`src/rtl/fetch_prefetch_unit_if.sv`:
```
// rtl/fetch_prefetch_unit_if.sv - bus bundle between the fetch front end and its decode/ICCM/BIST/controller neighbours
//
// Purpose: groups every non-clock, non-reset signal of fetch_prefetch_unit.
// Modports:
//   master - the fetch unit: drives if_*, fifo_level, bist_rd_*, mem_rd*, mem_wr*
//   slave  - the surroundings: drive redirect_*, if_ready, cntlr_*, bist_* requests, mem_rd_data
interface fetch_prefetch_unit_if #(
    parameter int ADDR_WIDTH = 11,
    parameter int DATA_WIDTH = 32,
    parameter int FIFO_DEPTH = 4
);
    localparam int LEVEL_WIDTH = $clog2(FIFO_DEPTH) + 1;

    logic                   redirect_valid;
    logic [ADDR_WIDTH-1:0]  redirect_addr;

    logic                   if_valid;
    logic                   if_ready;
    logic [DATA_WIDTH-1:0]  if_instr;
    logic [ADDR_WIDTH-1:0]  if_pc;
    logic [LEVEL_WIDTH-1:0] fifo_level;

    logic                   cntlr_wr;
    logic [ADDR_WIDTH-1:0]  cntlr_waddr;
    logic [DATA_WIDTH-1:0]  cntlr_wr_data;

    logic                   bist_en;
    logic                   bist_rd;
    logic [ADDR_WIDTH-1:0]  bist_raddr;
    logic                   bist_wr;
    logic [ADDR_WIDTH-1:0]  bist_waddr;
    logic [DATA_WIDTH-1:0]  bist_wr_data;
    logic [DATA_WIDTH-1:0]  bist_rd_data;
    logic                   bist_rd_valid;

    logic                   mem_rd;
    logic [ADDR_WIDTH-1:0]  mem_rd_addr;
    logic [DATA_WIDTH-1:0]  mem_rd_data;
    logic                   mem_wr;
    logic [ADDR_WIDTH-1:0]  mem_wr_addr;
    logic [DATA_WIDTH-1:0]  mem_wr_data;

    modport master (
        input  redirect_valid, redirect_addr, if_ready,
        input  cntlr_wr, cntlr_waddr, cntlr_wr_data,
        input  bist_en, bist_rd, bist_raddr, bist_wr, bist_waddr, bist_wr_data,
        input  mem_rd_data,
        output if_valid, if_instr, if_pc, fifo_level,
        output bist_rd_data, bist_rd_valid,
        output mem_rd, mem_rd_addr, mem_wr, mem_wr_addr, mem_wr_data
    );

    modport slave (
        output redirect_valid, redirect_addr, if_ready,
        output cntlr_wr, cntlr_waddr, cntlr_wr_data,
        output bist_en, bist_rd, bist_raddr, bist_wr, bist_waddr, bist_wr_data,
        output mem_rd_data,
        input  if_valid, if_instr, if_pc, fifo_level,
        input  bist_rd_data, bist_rd_valid,
        input  mem_rd, mem_rd_addr, mem_wr, mem_wr_addr, mem_wr_data
    );
endinterface

```
`src/rtl/fetch_prefetch_unit.sv`:
```
// rtl/fetch_prefetch_unit.sv - instruction fetch front end with prefetch FIFO, redirect flush and BIST takeover
//
// Purpose: owns the fetch PC, issues sequential ICCM word reads, buffers the
// returned instructions in a FIFO_DEPTH-entry prefetch FIFO and hands them to
// decode with a valid/ready handshake.
// Ports:
//   clk  - rising-edge clock
//   rst  - asynchronous active-high reset
//   bus  - fetch_prefetch_unit_if.master (redirect, decode handshake,
//          controller write, BIST request/response, ICCM read/write port)
module fetch_prefetch_unit #(
    parameter int ADDR_WIDTH = 11,
    parameter int DATA_WIDTH = 32,
    parameter int FIFO_DEPTH = 4,
    parameter logic [ADDR_WIDTH-1:0] RESET_PC = '0
) (
    input  logic                 clk,
    input  logic                 rst,
    fetch_prefetch_unit_if.master bus
);
    localparam int PTR_WIDTH   = $clog2(FIFO_DEPTH);
    localparam int LEVEL_WIDTH = PTR_WIDTH + 1;

    logic [ADDR_WIDTH-1:0]  fetch_pc;
    logic [ADDR_WIDTH-1:0]  deliver_pc;
    logic                   inflight;
    logic [ADDR_WIDTH-1:0]  inflight_pc;
    logic                   bist_en_q;
    logic                   bist_rd_valid_q;

    logic [DATA_WIDTH-1:0]  fifo_data [FIFO_DEPTH];
    logic [ADDR_WIDTH-1:0]  fifo_pc   [FIFO_DEPTH];
    logic [PTR_WIDTH-1:0]   rd_ptr;
    logic [PTR_WIDTH-1:0]   wr_ptr;
    logic [LEVEL_WIDTH-1:0] count;

    logic                   redirect_pending;
    logic                   bist_flush;
    logic                   flush;
    logic [LEVEL_WIDTH:0]   occupancy;
    logic                   issue;
    logic                   push;
    logic                   pop;

    // The redirect blocks issue in its own cycle rather than the one after,
    // so the first read at the new address goes out at t+1 and nothing that
    // was issued before the flush can land in the cleared FIFO.
    assign redirect_pending = bus.redirect_valid;

    assign bist_flush = bus.bist_en && !bist_en_q;
    assign flush      = redirect_pending || bist_flush;

    // FIFO slots already owned: buffered entries plus the read whose data
    // returns next cycle. Issuing only below FIFO_DEPTH means a push always
    // finds a free slot.
    assign occupancy = {1'b0, count} + {{LEVEL_WIDTH{1'b0}}, inflight};
    assign issue     = !rst && !bus.bist_en && !redirect_pending
                       && (occupancy < (LEVEL_WIDTH+1)'(FIFO_DEPTH));

    assign push = inflight && !flush;
    assign pop  = (count != '0) && bus.if_ready && !redirect_pending;

    always_ff @(posedge clk or posedge rst) begin
        if (rst) begin
            fetch_pc        <= RESET_PC;
            deliver_pc      <= RESET_PC;
            inflight        <= 1'b0;
            inflight_pc     <= RESET_PC;
            bist_en_q       <= 1'b0;
            bist_rd_valid_q <= 1'b0;
            rd_ptr          <= '0;
            wr_ptr          <= '0;
            count           <= '0;
        end else begin
            bist_en_q       <= bus.bist_en;
            bist_rd_valid_q <= bus.bist_en && bus.bist_rd;
            inflight        <= issue;
            inflight_pc     <= fetch_pc;

            if (redirect_pending) begin
                fetch_pc   <= bus.redirect_addr;
                deliver_pc <= bus.redirect_addr;
            end else begin
                if (pop) begin
                    deliver_pc <= deliver_pc + 1'b1;
                end
                // BIST entry rewinds fetch to the first instruction decode
                // has not yet taken, including one popped this same cycle.
                if (bist_flush) begin
                    fetch_pc <= pop ? deliver_pc + 1'b1 : deliver_pc;
                end else if (issue) begin
                    fetch_pc <= fetch_pc + 1'b1;
                end
            end

            if (flush) begin
                rd_ptr <= '0;
                wr_ptr <= '0;
                count  <= '0;
            end else begin
                if (push) begin
                    wr_ptr <= wr_ptr + 1'b1;
                end
                if (pop) begin
                    rd_ptr <= rd_ptr + 1'b1;
                end
                case ({push, pop})
                    2'b10:   count <= count + 1'b1;
                    2'b01:   count <= count - 1'b1;
                    default: count <= count;
                endcase
            end
        end
    end

    // Entry storage carries no reset; occupancy is tracked by count alone.
    always_ff @(posedge clk) begin
        if (push) begin
            fifo_data[wr_ptr] <= bus.mem_rd_data;
            fifo_pc[wr_ptr]   <= inflight_pc;
        end
    end

    assign bus.if_valid   = (count != '0);
    assign bus.if_instr   = fifo_data[rd_ptr];
    assign bus.if_pc      = fifo_pc[rd_ptr];
    assign bus.fifo_level = count;

    assign bus.bist_rd_data  = bus.mem_rd_data;
    assign bus.bist_rd_valid = bist_rd_valid_q;

    always_comb begin
        bus.mem_rd      = issue;
        bus.mem_rd_addr = fetch_pc;
        bus.mem_wr      = !rst && bus.cntlr_wr;
        bus.mem_wr_addr = bus.cntlr_waddr;
        bus.mem_wr_data = bus.cntlr_wr_data;
        if (bus.bist_en) begin
            bus.mem_rd      = !rst && bus.bist_rd;
            bus.mem_rd_addr = bus.bist_raddr;
            bus.mem_wr      = !rst && bus.bist_wr;
            bus.mem_wr_addr = bus.bist_waddr;
            bus.mem_wr_data = bus.bist_wr_data;
        end
    end
endmodule

```
`src/flat_wrapper.sv`:
```
// flat-port wrapper written by rule: the top's interface ports become plain ports
module fetch_prefetch_unit_flat 
#(
    parameter int ADDR_WIDTH = 11,
    parameter int DATA_WIDTH = 32,
    parameter int FIFO_DEPTH = 4,
    parameter logic [ADDR_WIDTH-1:0] RESET_PC = '0
)
  (clk, rst, bus_redirect_valid, bus_redirect_addr, bus_if_ready, bus_cntlr_wr, bus_cntlr_waddr, bus_cntlr_wr_data, bus_bist_en, bus_bist_rd, bus_bist_raddr, bus_bist_wr, bus_bist_waddr, bus_bist_wr_data, bus_mem_rd_data, bus_if_valid, bus_if_instr, bus_if_pc, bus_fifo_level, bus_bist_rd_data, bus_bist_rd_valid, bus_mem_rd, bus_mem_rd_addr, bus_mem_wr, bus_mem_wr_addr, bus_mem_wr_data);
  fetch_prefetch_unit_if #(.ADDR_WIDTH(ADDR_WIDTH), .DATA_WIDTH(DATA_WIDTH), .FIFO_DEPTH(FIFO_DEPTH)) bus_i ();
  input  logic clk;
  input  logic rst;
  input wire logic [$bits(bus_i.redirect_valid)-1:0] bus_redirect_valid;
  input wire logic [$bits(bus_i.redirect_addr)-1:0] bus_redirect_addr;
  input wire logic [$bits(bus_i.if_ready)-1:0] bus_if_ready;
  input wire logic [$bits(bus_i.cntlr_wr)-1:0] bus_cntlr_wr;
  input wire logic [$bits(bus_i.cntlr_waddr)-1:0] bus_cntlr_waddr;
  input wire logic [$bits(bus_i.cntlr_wr_data)-1:0] bus_cntlr_wr_data;
  input wire logic [$bits(bus_i.bist_en)-1:0] bus_bist_en;
  input wire logic [$bits(bus_i.bist_rd)-1:0] bus_bist_rd;
  input wire logic [$bits(bus_i.bist_raddr)-1:0] bus_bist_raddr;
  input wire logic [$bits(bus_i.bist_wr)-1:0] bus_bist_wr;
  input wire logic [$bits(bus_i.bist_waddr)-1:0] bus_bist_waddr;
  input wire logic [$bits(bus_i.bist_wr_data)-1:0] bus_bist_wr_data;
  input wire logic [$bits(bus_i.mem_rd_data)-1:0] bus_mem_rd_data;
  output wire logic [$bits(bus_i.if_valid)-1:0] bus_if_valid;
  output wire logic [$bits(bus_i.if_instr)-1:0] bus_if_instr;
  output wire logic [$bits(bus_i.if_pc)-1:0] bus_if_pc;
  output wire logic [$bits(bus_i.fifo_level)-1:0] bus_fifo_level;
  output wire logic [$bits(bus_i.bist_rd_data)-1:0] bus_bist_rd_data;
  output wire logic [$bits(bus_i.bist_rd_valid)-1:0] bus_bist_rd_valid;
  output wire logic [$bits(bus_i.mem_rd)-1:0] bus_mem_rd;
  output wire logic [$bits(bus_i.mem_rd_addr)-1:0] bus_mem_rd_addr;
  output wire logic [$bits(bus_i.mem_wr)-1:0] bus_mem_wr;
  output wire logic [$bits(bus_i.mem_wr_addr)-1:0] bus_mem_wr_addr;
  output wire logic [$bits(bus_i.mem_wr_data)-1:0] bus_mem_wr_data;
  assign bus_i.redirect_valid = bus_redirect_valid;
  assign bus_i.redirect_addr = bus_redirect_addr;
  assign bus_i.if_ready = bus_if_ready;
  assign bus_i.cntlr_wr = bus_cntlr_wr;
  assign bus_i.cntlr_waddr = bus_cntlr_waddr;
  assign bus_i.cntlr_wr_data = bus_cntlr_wr_data;
  assign bus_i.bist_en = bus_bist_en;
  assign bus_i.bist_rd = bus_bist_rd;
  assign bus_i.bist_raddr = bus_bist_raddr;
  assign bus_i.bist_wr = bus_bist_wr;
  assign bus_i.bist_waddr = bus_bist_waddr;
  assign bus_i.bist_wr_data = bus_bist_wr_data;
  assign bus_i.mem_rd_data = bus_mem_rd_data;
  assign bus_if_valid = bus_i.if_valid;
  assign bus_if_instr = bus_i.if_instr;
  assign bus_if_pc = bus_i.if_pc;
  assign bus_fifo_level = bus_i.fifo_level;
  assign bus_bist_rd_data = bus_i.bist_rd_data;
  assign bus_bist_rd_valid = bus_i.bist_rd_valid;
  assign bus_mem_rd = bus_i.mem_rd;
  assign bus_mem_rd_addr = bus_i.mem_rd_addr;
  assign bus_mem_wr = bus_i.mem_wr;
  assign bus_mem_wr_addr = bus_i.mem_wr_addr;
  assign bus_mem_wr_data = bus_i.mem_wr_data;
  fetch_prefetch_unit #(.ADDR_WIDTH(ADDR_WIDTH), .DATA_WIDTH(DATA_WIDTH), .FIFO_DEPTH(FIFO_DEPTH), .RESET_PC(RESET_PC)) u_core (.clk(clk), .rst(rst), .bus(bus_i));
endmodule
```
`config.mk`:
```
export PLATFORM = sky130hd
export DESIGN_NAME = fetch_prefetch_unit_flat
export DESIGN_NICKNAME = d
export VERILOG_FILES = /design/src/rtl/fetch_prefetch_unit_if.sv /design/src/rtl/fetch_prefetch_unit.sv /design/src/flat_wrapper.sv
export SDC_FILE = /design/constraint.sdc
export NUM_CORES = 1
export LEC_CHECK = 0
export CAP_MARGIN = 25
export CORE_MARGIN = 1.5
export CORE_UTILIZATION = 50
export DETAILED_ROUTE_END_ITERATION = 12
export GPL_ROUTABILITY_DRIVEN = 0
export PLACE_DENSITY = 0.9
export SLEW_MARGIN = 20
export SYNTH_ARGS = -nofsm -noshare
export SYNTH_HDL_FRONTEND = slang
export SYNTH_SLANG_ARGS = --single-unit
```
`constraint.sdc`:
```
create_clock -name clk -period 3.5 [get_ports clk]
set_input_delay 0.7 -clock clk [delete_from_list [all_inputs] [get_ports clk]]
set_output_delay 0.7 -clock clk [all_outputs]
set_load 0.02 [all_outputs]
```
### Yosys cells after proc, flatten, opt, wreduce, memory -nomap -nowiden

Memories as Yosys holds them, arrays and structs flattened.
Cells that the tools add are included.
W data, S select, Z words.

* memories kept: 2
* output and inout bits: 136
* bits in registers: 43
* RAM bits: 172
* bits of input ports: 148
* logic and storage cells: 61

* add/sub/neg operators: 7
* mux-type cells: 18
* equality and inequality tests: 2
* reductions and logical operators: 22
* order comparisons: 1

Memory list
* u_core.fifo_data: words 4, width 32, read ports 1, clocked after Yosys merged registers in 0, write ports 1, RTL line fetch_prefetch_unit.sv:31 `logic [DATA_WIDTH-1:0] fifo_data [FIFO_DEPTH];`
* u_core.fifo_pc: words 4, width 11, read ports 1, clocked after Yosys merged registers in 0, write ports 1, RTL line fetch_prefetch_unit.sv:32 `logic [ADDR_WIDTH-1:0] fifo_pc [FIFO_DEPTH];`

Operator list (count)
* $mux W11: 7
* $mux W32: 1
* $add A11 B1 Y11 const B: 2
* $logic_and A1 B1 Y1: 11
* $reduce_bool A3 Y1: 3
* $mux W2: 4
* $pmux W3 S2: 1
* $logic_not A1 Y1: 5
* $add A2 B1 Y2 const B: 2
* $add A3 B1 Y4: 1
* $lt A4 B3 Y1 const B: 1
* $mux W1: 4
* $reduce_bool A2 Y1: 2
* $add A3 B1 Y3 const B: 1
* $mux W3: 1
* $sub A3 B1 Y3 const B: 1
* $eq A2 B1 Y1 const B: 1
* $eq A2 B2 Y1 const B: 1
* $logic_or A1 B1 Y1: 1

### Depth between registers and ports, before layout

* depth in word-level cells: 8
* gate-level depth with buffers: 9
* mapped depth without buffers: 8

### Least setup slack after synthesis

Ideal clock, no wire load.

* path kind: input -> register
* from: input port bus_bist_en
* to: memory u_core.fifo_data[0][0] (enable)
* data required time: 3.095 ns
* stages: 4
* path buffers: 1
* slack: 0.747 ns
* arrival time: 2.348 ns
* library setup time: 0.405 ns
* cell sequence: nor2b_1 -> nor2_1 -> clkbuf_1 -> and3_1

* word-level cells in the longest chain between the ends: 6

RTL lines
* start, declared: RTL line flat_wrapper.sv:19 `input wire logic [$bits(bus_i.bist_en)-1:0] bus_bist_en;`
* $logic_and A1 B1 Y1: RTL line fetch_prefetch_unit.sv:50 `assign bist_flush = bus.bist_en && !bist_en_q;`
* $logic_or A1 B1 Y1: RTL line fetch_prefetch_unit.sv:51 `assign flush = redirect_pending || bist_flush;`
* $logic_not A1 Y1: RTL line fetch_prefetch_unit.sv:60 `assign push = inflight && !flush;`
* $logic_and A1 B1 Y1: RTL line fetch_prefetch_unit.sv:60
* $mux W1: RTL line fetch_prefetch_unit.sv:118 `if (push) begin`
* $mux W1 (not written as such): RTL line fetch_prefetch_unit.sv:119 `fifo_data[wr_ptr] <= bus.mem_rd_data;`
* end, declared: RTL line fetch_prefetch_unit.sv:31

No other way between the ends.

### Worst setup path after layout

* from: input port rst
* to: output port bus_mem_rd

* word-level cells in the longest chain between the ends: 5
* elaborated cells on any way between the ends: 6
* classes of those cells: 1 x mux; 5 x reduce/logical

RTL lines
* start, declared: RTL line flat_wrapper.sv:12 `input logic rst;`
* $logic_not A1 Y1 (*): RTL line fetch_prefetch_unit.sv:57, fetch_prefetch_unit.sv:139
* $logic_and A1 B1 Y1 (2 in series): RTL line fetch_prefetch_unit.sv:57 `assign issue = !rst && !bus.bist_en && !redirect_pending`
* $logic_and A1 B1 Y1: RTL line fetch_prefetch_unit.sv:58 `&& (occupancy < (LEVEL_WIDTH+1)'(FIFO_DEPTH));`
* $mux W1 (*): RTL line fetch_prefetch_unit.sv:138 `if (bus.bist_en) begin`
* end, declared: RTL line flat_wrapper.sv:32 `output wire logic [$bits(bus_i.mem_rd)-1:0] bus_mem_rd;`

Mark *: on every way between the ends. The rest lies on a longest branch, timed or not.

==> flow_summary_export.csv <==
group,metric,value,unit
outcome,status,"completed",
worst_setup_path,worstSetupPathType,"primary input to output port",
placed_design,portBuffers,283,
placed_design,dp_cells,994,
worst_setup_path,rrSetupSlack,0.90,ns
logic_synthesis,synth_warnings,0,
worst_setup_path,reg2reg_depth,8,
final_layout,area_growth,39.3,%
timing,hold_slack,0.457,ns
worst_setup_path,critPathSlowestCell,"clkdlybuf4s50_1",
worst_setup_path,required,2.80,ns
cts,path_clk_slew,0.06,ns
power_and_ir_drop,vdd_drop_max,432,uV
final_layout,final_cells,1033,
worst_setup_path,path_buf_inv,3,
logic_synthesis,synth_edf_count,172,
drt,vias_per_cell,5.62,
drt,firstDrtPassIters,6,
worst_setup_path,critPathArrivalTime,2.52,ns
logic_synthesis,synthCells,523,
timing,setup_tns,0,ns
worst_setup_path,r2r_start,"u_core.bus.fifo_level[0]",
logic_synthesis,synth_seq_area_share,67.7,%
worst_setup_path,critPathLaunchType,"primary input",
global_route,grt_pass1_wl,36400,um
timing,worst_pin_slew,0.785,ns
worst_hold_path,hold_depth,0,
timing,hold_violations,0,
cts,cts_root_buf,"clkbuf_16",
cts,h-tree-depth,1,
worst_setup_path,crit_path_max_incr_delay,0.62,ns
cts,clock-sinks,215,
logic_synthesis,ys_seq_elements,215,
global_route,grt_usage,24.9,%
floorplan,die_w,139,um
timing,setup_violations,0,
cts,clock_path_buffers,3,
drt,avgRoutedWirePerCell,23.2,um
timing,fmax,310,MHz
cts,numCtsBuffers,21,
floorplan,ios,284,
drt,wl,23900,um
floorplan,die-area,19300,sq um
power_and_ir_drop,power,5.74,mW
logic_synthesis,syn_area_per_cell,17.6,sq um
timing,layout_setup_ws,0.277,ns
placed_design,dp_slack,0.302,ns
timing,worst_clock_skew,0.0252,ns
logic_synthesis,synth_fp_nets,679,
cts,cts_tree,"built",
drt,postRouteAntennaNets,0,
worst_setup_path,crit_path_end_kind,"output port",
timing,fin_crit_sh,92.1,%
power_and_ir_drop,power_leakage,4.43,nW
worst_setup_path,cp_max_fo,5,
global_route,grt_max_degree,44,
power_and_ir_drop,power.density,446,nW/um^2
floorplan,rows,49,
global_route,antenna_found_initial,1,
floorplan,coreArea,18000,sq um
timing,finalCriticalPeriod,3.22,ns
worst_hold_path,hold_path.class,"flip-flop to flip-flop",
global_route,overflow,0,
global_route,first_global_vias,6300,
logic_synthesis,synth_ff_type,"edfxtp_1",
worst_setup_path,path_common_cell,"clkdlybuf4s50_1",
floorplan,start_util,51.2,%
cts,ctsHoldBuffers,0,
logic_synthesis,synthDistinctLibCells,51,
final_layout,final_net_count,944,
drt,num_vias,5804,
cts,cts_setup_buffers,0,
timing,rsz0062_at_grt,"false",
drt,drc,0,
worst_hold_path,hp-start,"u_core.fetch_pc[9]",
drt,drtIter0Drc,459,
worst_setup_path,critPathTopFamily,"buffers and inverters",
logic_synthesis,netlist_area,9220,sq um
logic_synthesis,synthArstFlopShare,20.0,%
worst_setup_path,worstReg2RegEnd,"u_core.bus.fifo_level[2]",
final_layout,drive_above_1_share,20.2,%
worst_hold_path,hold_end,"u_core.inflight_pc[9]",
final_layout,final_common_cell,"clkdlybuf4s50_1",
worst_setup_path,cp_cell_sequence,"clkdlybuf4s50_1 -> nor4_4 -> nand2_2 -> inv_2 -> a21o_1 -> clkdlybuf4s50_1",
final_layout,final.fill_count,1096,
job,maxCapViolations,0,
timing,slew_viol_final,0,
timing,slew_headroom,47.7,%
final_layout,layout_common_cells,"clkdlybuf4s50_1, edfxtp_1, mux2_2, mux4_2, dfrtp_1",
cts,cts_resized,0,
floorplan,die_h,139,um
placed_design,dpl.hpwl,17400,um
cts,insertion_delay,0.49,ns
-- worst reg2reg max path: cells and delay by family, from the launching register on --
kind                     cells  cell delay [ns]
XOR/XNOR                     1             0.16
AND/OR/NAND/NOR              3             0.97
buffers and inverters        1             0.08
AO/OA/AOI/OAI                1             0.16
flip-flops                   1             0.48
adder cells (fa/ha/maj)      2             0.68
-- registers in the layout, indices dropped and copies added (netlist names) --
| name | cells |
|---|---|
| u_core.bist_en_q | 1 |
| u_core.bus.bist_rd_valid | 1 |
| u_core.bus.fifo_level | 3 |
| u_core.deliver_pc | 11 |
| u_core.fetch_pc | 11 |
| u_core.fifo_data | 128 |
| u_core.fifo_pc | 44 |
| u_core.inflight | 1 |
| u_core.inflight_pc | 11 |
| u_core.rd_ptr | 2 |
| u_core.wr_ptr | 2 |
-- per-stage QoR --
stage	util (%)	area, sq um
after floorplan	-	9220
after global placement	67.1	12100
after detailed placement	67.7	12200
after CTS	71.3	12800
after global routing	71.3	12800
final	71.3	12800
-- how the worst max path moves through the flow --
stage                                   from                  endpoint  slack, ns  depth (start not counted)
final                                    rst                bus_mem_rd       0.28                          6
after CTS                   u_core.rd_ptr[0]           bus_if_instr[3]       0.23                          3
after detailed placement  bus_redirect_valid  u_core.bus.fifo_level[2]       0.30                          9
after global routing        u_core.rd_ptr[0]           bus_if_instr[9]       0.18                          3
after floorplan                  bus_bist_en    u_core.fifo_data[0][0]       0.75                          4
after global placement                   rst                bus_mem_rd       0.36                          6
-- Yosys cell counts (5+ instances only) --
library cell  instances  area share [%]
nand2_1               7            0.28
buf_2                12            0.65
nor2_1               20            0.81
xor2_1               16             1.5
mux4_2               43              10
buf_4                32             2.6
nand4_1               7            0.47
a21oi_1              13            0.71
clkbuf_1             11            0.45
edfxtp_1            172              56
dfrtp_1              43              12
nand3_1               9            0.49
mux2_2               58             7.1
inv_1                 5            0.20
and3_1               11            0.75
mux2i_1               5            0.54
ha_1                  7            0.95
-- report_power, final --
group / total, mW / switching (mW) / internal (mW)
logic: 0.726 / 0.333 / 0.393
clock network: 2.11 / 0.904 / 1.20
registers: 2.90 / 0.0690 / 2.83
total: 5.74 / 1.31 / 4.43
-- final cells by class --
cell class              instances  area (sq um)  share of cell area (%)
inverters                       8          30.0                   0.234
flip-flops and latches        215          6240                    48.6
well taps                     229           287                    2.23
multi-input cells             243          2600                    20.2
diodes                          1          2.50                  0.0195
clock inverters                 7          50.0                   0.389
clock buffers                  31           603                    4.69
repair buffers                299          3030                    23.6
-- layer usage --
layer	GRT usage, %	wire [um]
met3	4.73	1690
met5	0	0
met4	12.1	1320
met2	45.9	12800
met1	27.4	8100
-- cells by family after synthesis --
| logic type | synth area share (%) |
|---|---|
| adder cells (fa/ha/maj) | 1.17 |
| AO/OA/AOI/OAI | 2.46 |
| flip-flops | 67.7 |
| XOR/XNOR | 1.90 |
| multiplexers | 18.2 |
| AND/OR/NAND/NOR | 4.38 |
| buffers and inverters | 4.19 |
(Power assumes the default switching activity.)
==> RTL change: new RTL, config.mk and constraints unchanged <==
`DATA_WIDTH` is set to 32 in 3 places; all go to 24.
--- a/src/rtl/fetch_prefetch_unit_if.sv
+++ b/src/rtl/fetch_prefetch_unit_if.sv
@@ -7,5 +7,5 @@
 interface fetch_prefetch_unit_if #(
     parameter int ADDR_WIDTH = 11,
-    parameter int DATA_WIDTH = 32,
+    parameter int DATA_WIDTH = 24,
     parameter int FIFO_DEPTH = 4
 );
--- a/src/rtl/fetch_prefetch_unit.sv
+++ b/src/rtl/fetch_prefetch_unit.sv
@@ -11,5 +11,5 @@
 module fetch_prefetch_unit #(
     parameter int ADDR_WIDTH = 11,
-    parameter int DATA_WIDTH = 32,
+    parameter int DATA_WIDTH = 24,
     parameter int FIFO_DEPTH = 4,
     parameter logic [ADDR_WIDTH-1:0] RESET_PC = '0
--- a/src/flat_wrapper.sv
+++ b/src/flat_wrapper.sv
@@ -3,5 +3,5 @@
 #(
     parameter int ADDR_WIDTH = 11,
-    parameter int DATA_WIDTH = 32,
+    parameter int DATA_WIDTH = 24,
     parameter int FIFO_DEPTH = 4,
     parameter logic [ADDR_WIDTH-1:0] RESET_PC = '0
Interface: changed (6 resized); port bits go from 284 to 236. The function was not compared with the original's and may differ.
==> RTL change against the unedited design <==
  * Cell area down 15%
  * Area after synthesis down 14%
  * Via count down 13%
  * Sequential cell count down 32
  * Routed wire length down 22%
  * Worst setup slack better by 0.050 ns
  * Clock skew down 0.019 ns
  * Highest routed layer unchanged
  * Power down 14%
==> RTL change: results <==
[cells_and_area]
finalNetCount = 818
multi_input_comb_cells = 227
num_antenna_cells = 0
post_route_cells_drive_above_1_share_pct = 20.3
clk_share_pct = 5.33
multi_input_area_share_pct = 21.3
register_area_sq_um = 5280
numSequentialCells = 183
non_clock_buffer_count = 249

[detailed_routing]
first_iter_violations = 373
wl_met3_mm = 1.29
viasPerCell = 5.52

[power_and_ir_drop]
power.density_cell_area_nw_per_um2 = 450

[sta]
max_slew_margin_pct = 60.8

[synthesis]
synthTopCellsByCount = "140 x edfxtp_1, 50 x mux2_2, 43 x dfrtp_1"
seq_area_frac_synth_pct = 66.7
ys_types = 50
synth_edf_count = 140
synth_top_cells_by_area = "edfxtp_1 53%, dfrtp_1 14%, mux4_2 10%, mux2_2 7.1%, buf_4 2.3%"

[clocking]
number_of_buffers_created_by_cts = 17
clockBufferDepth = 2
clock_latency_on_the_worst_skew_pair_ns = 0.43

[global_route]
first_global_vias = 5250

[placement]
post-dp-hpwl_mm = 13.1
port_buf_inserts = 235

[min_path]
hold-path-endpoint = "u_core.inflight_pc[8]$_DFF_PP0_"

[outcome]
status = "finished, final reports clean"
[RTL change: kinds of logic after synthesis]
logic type | count (synthesis) | synth area share [%]
DFF | 183 | 66.7
muxes | 91 | 17.8
and+or+nand+nor | 73 | 5.10
buffers and inverters | 54 | 3.93
AOI/OAI and AO/OA | 35 | 2.86
xor gates and xnor gates | 20 | 2.21
adders and majority gates | 8 | 1.36
[RTL change: power by group through the flow]
stage                     Sequential [mW]  Combinational (mW)  Clock [mW]
final                                2.47               0.606        1.86
after global routing                 2.48               0.641        1.97
after CTS                            2.47               0.607        1.89
after detailed placement             2.52               0.600           0
after global placement               2.51               0.585           0
after floorplan                      2.49               0.286           0
[RTL change: critical path: cells and delay by family]
| family | cells | cell delay [ns] |
|---|---|---|
| AOI/OAI and AO/OA | 1 | 0.09 |
| buffers and inverters | 3 | 1.26 |
| and+or+nand+nor | 2 | 0.43 |
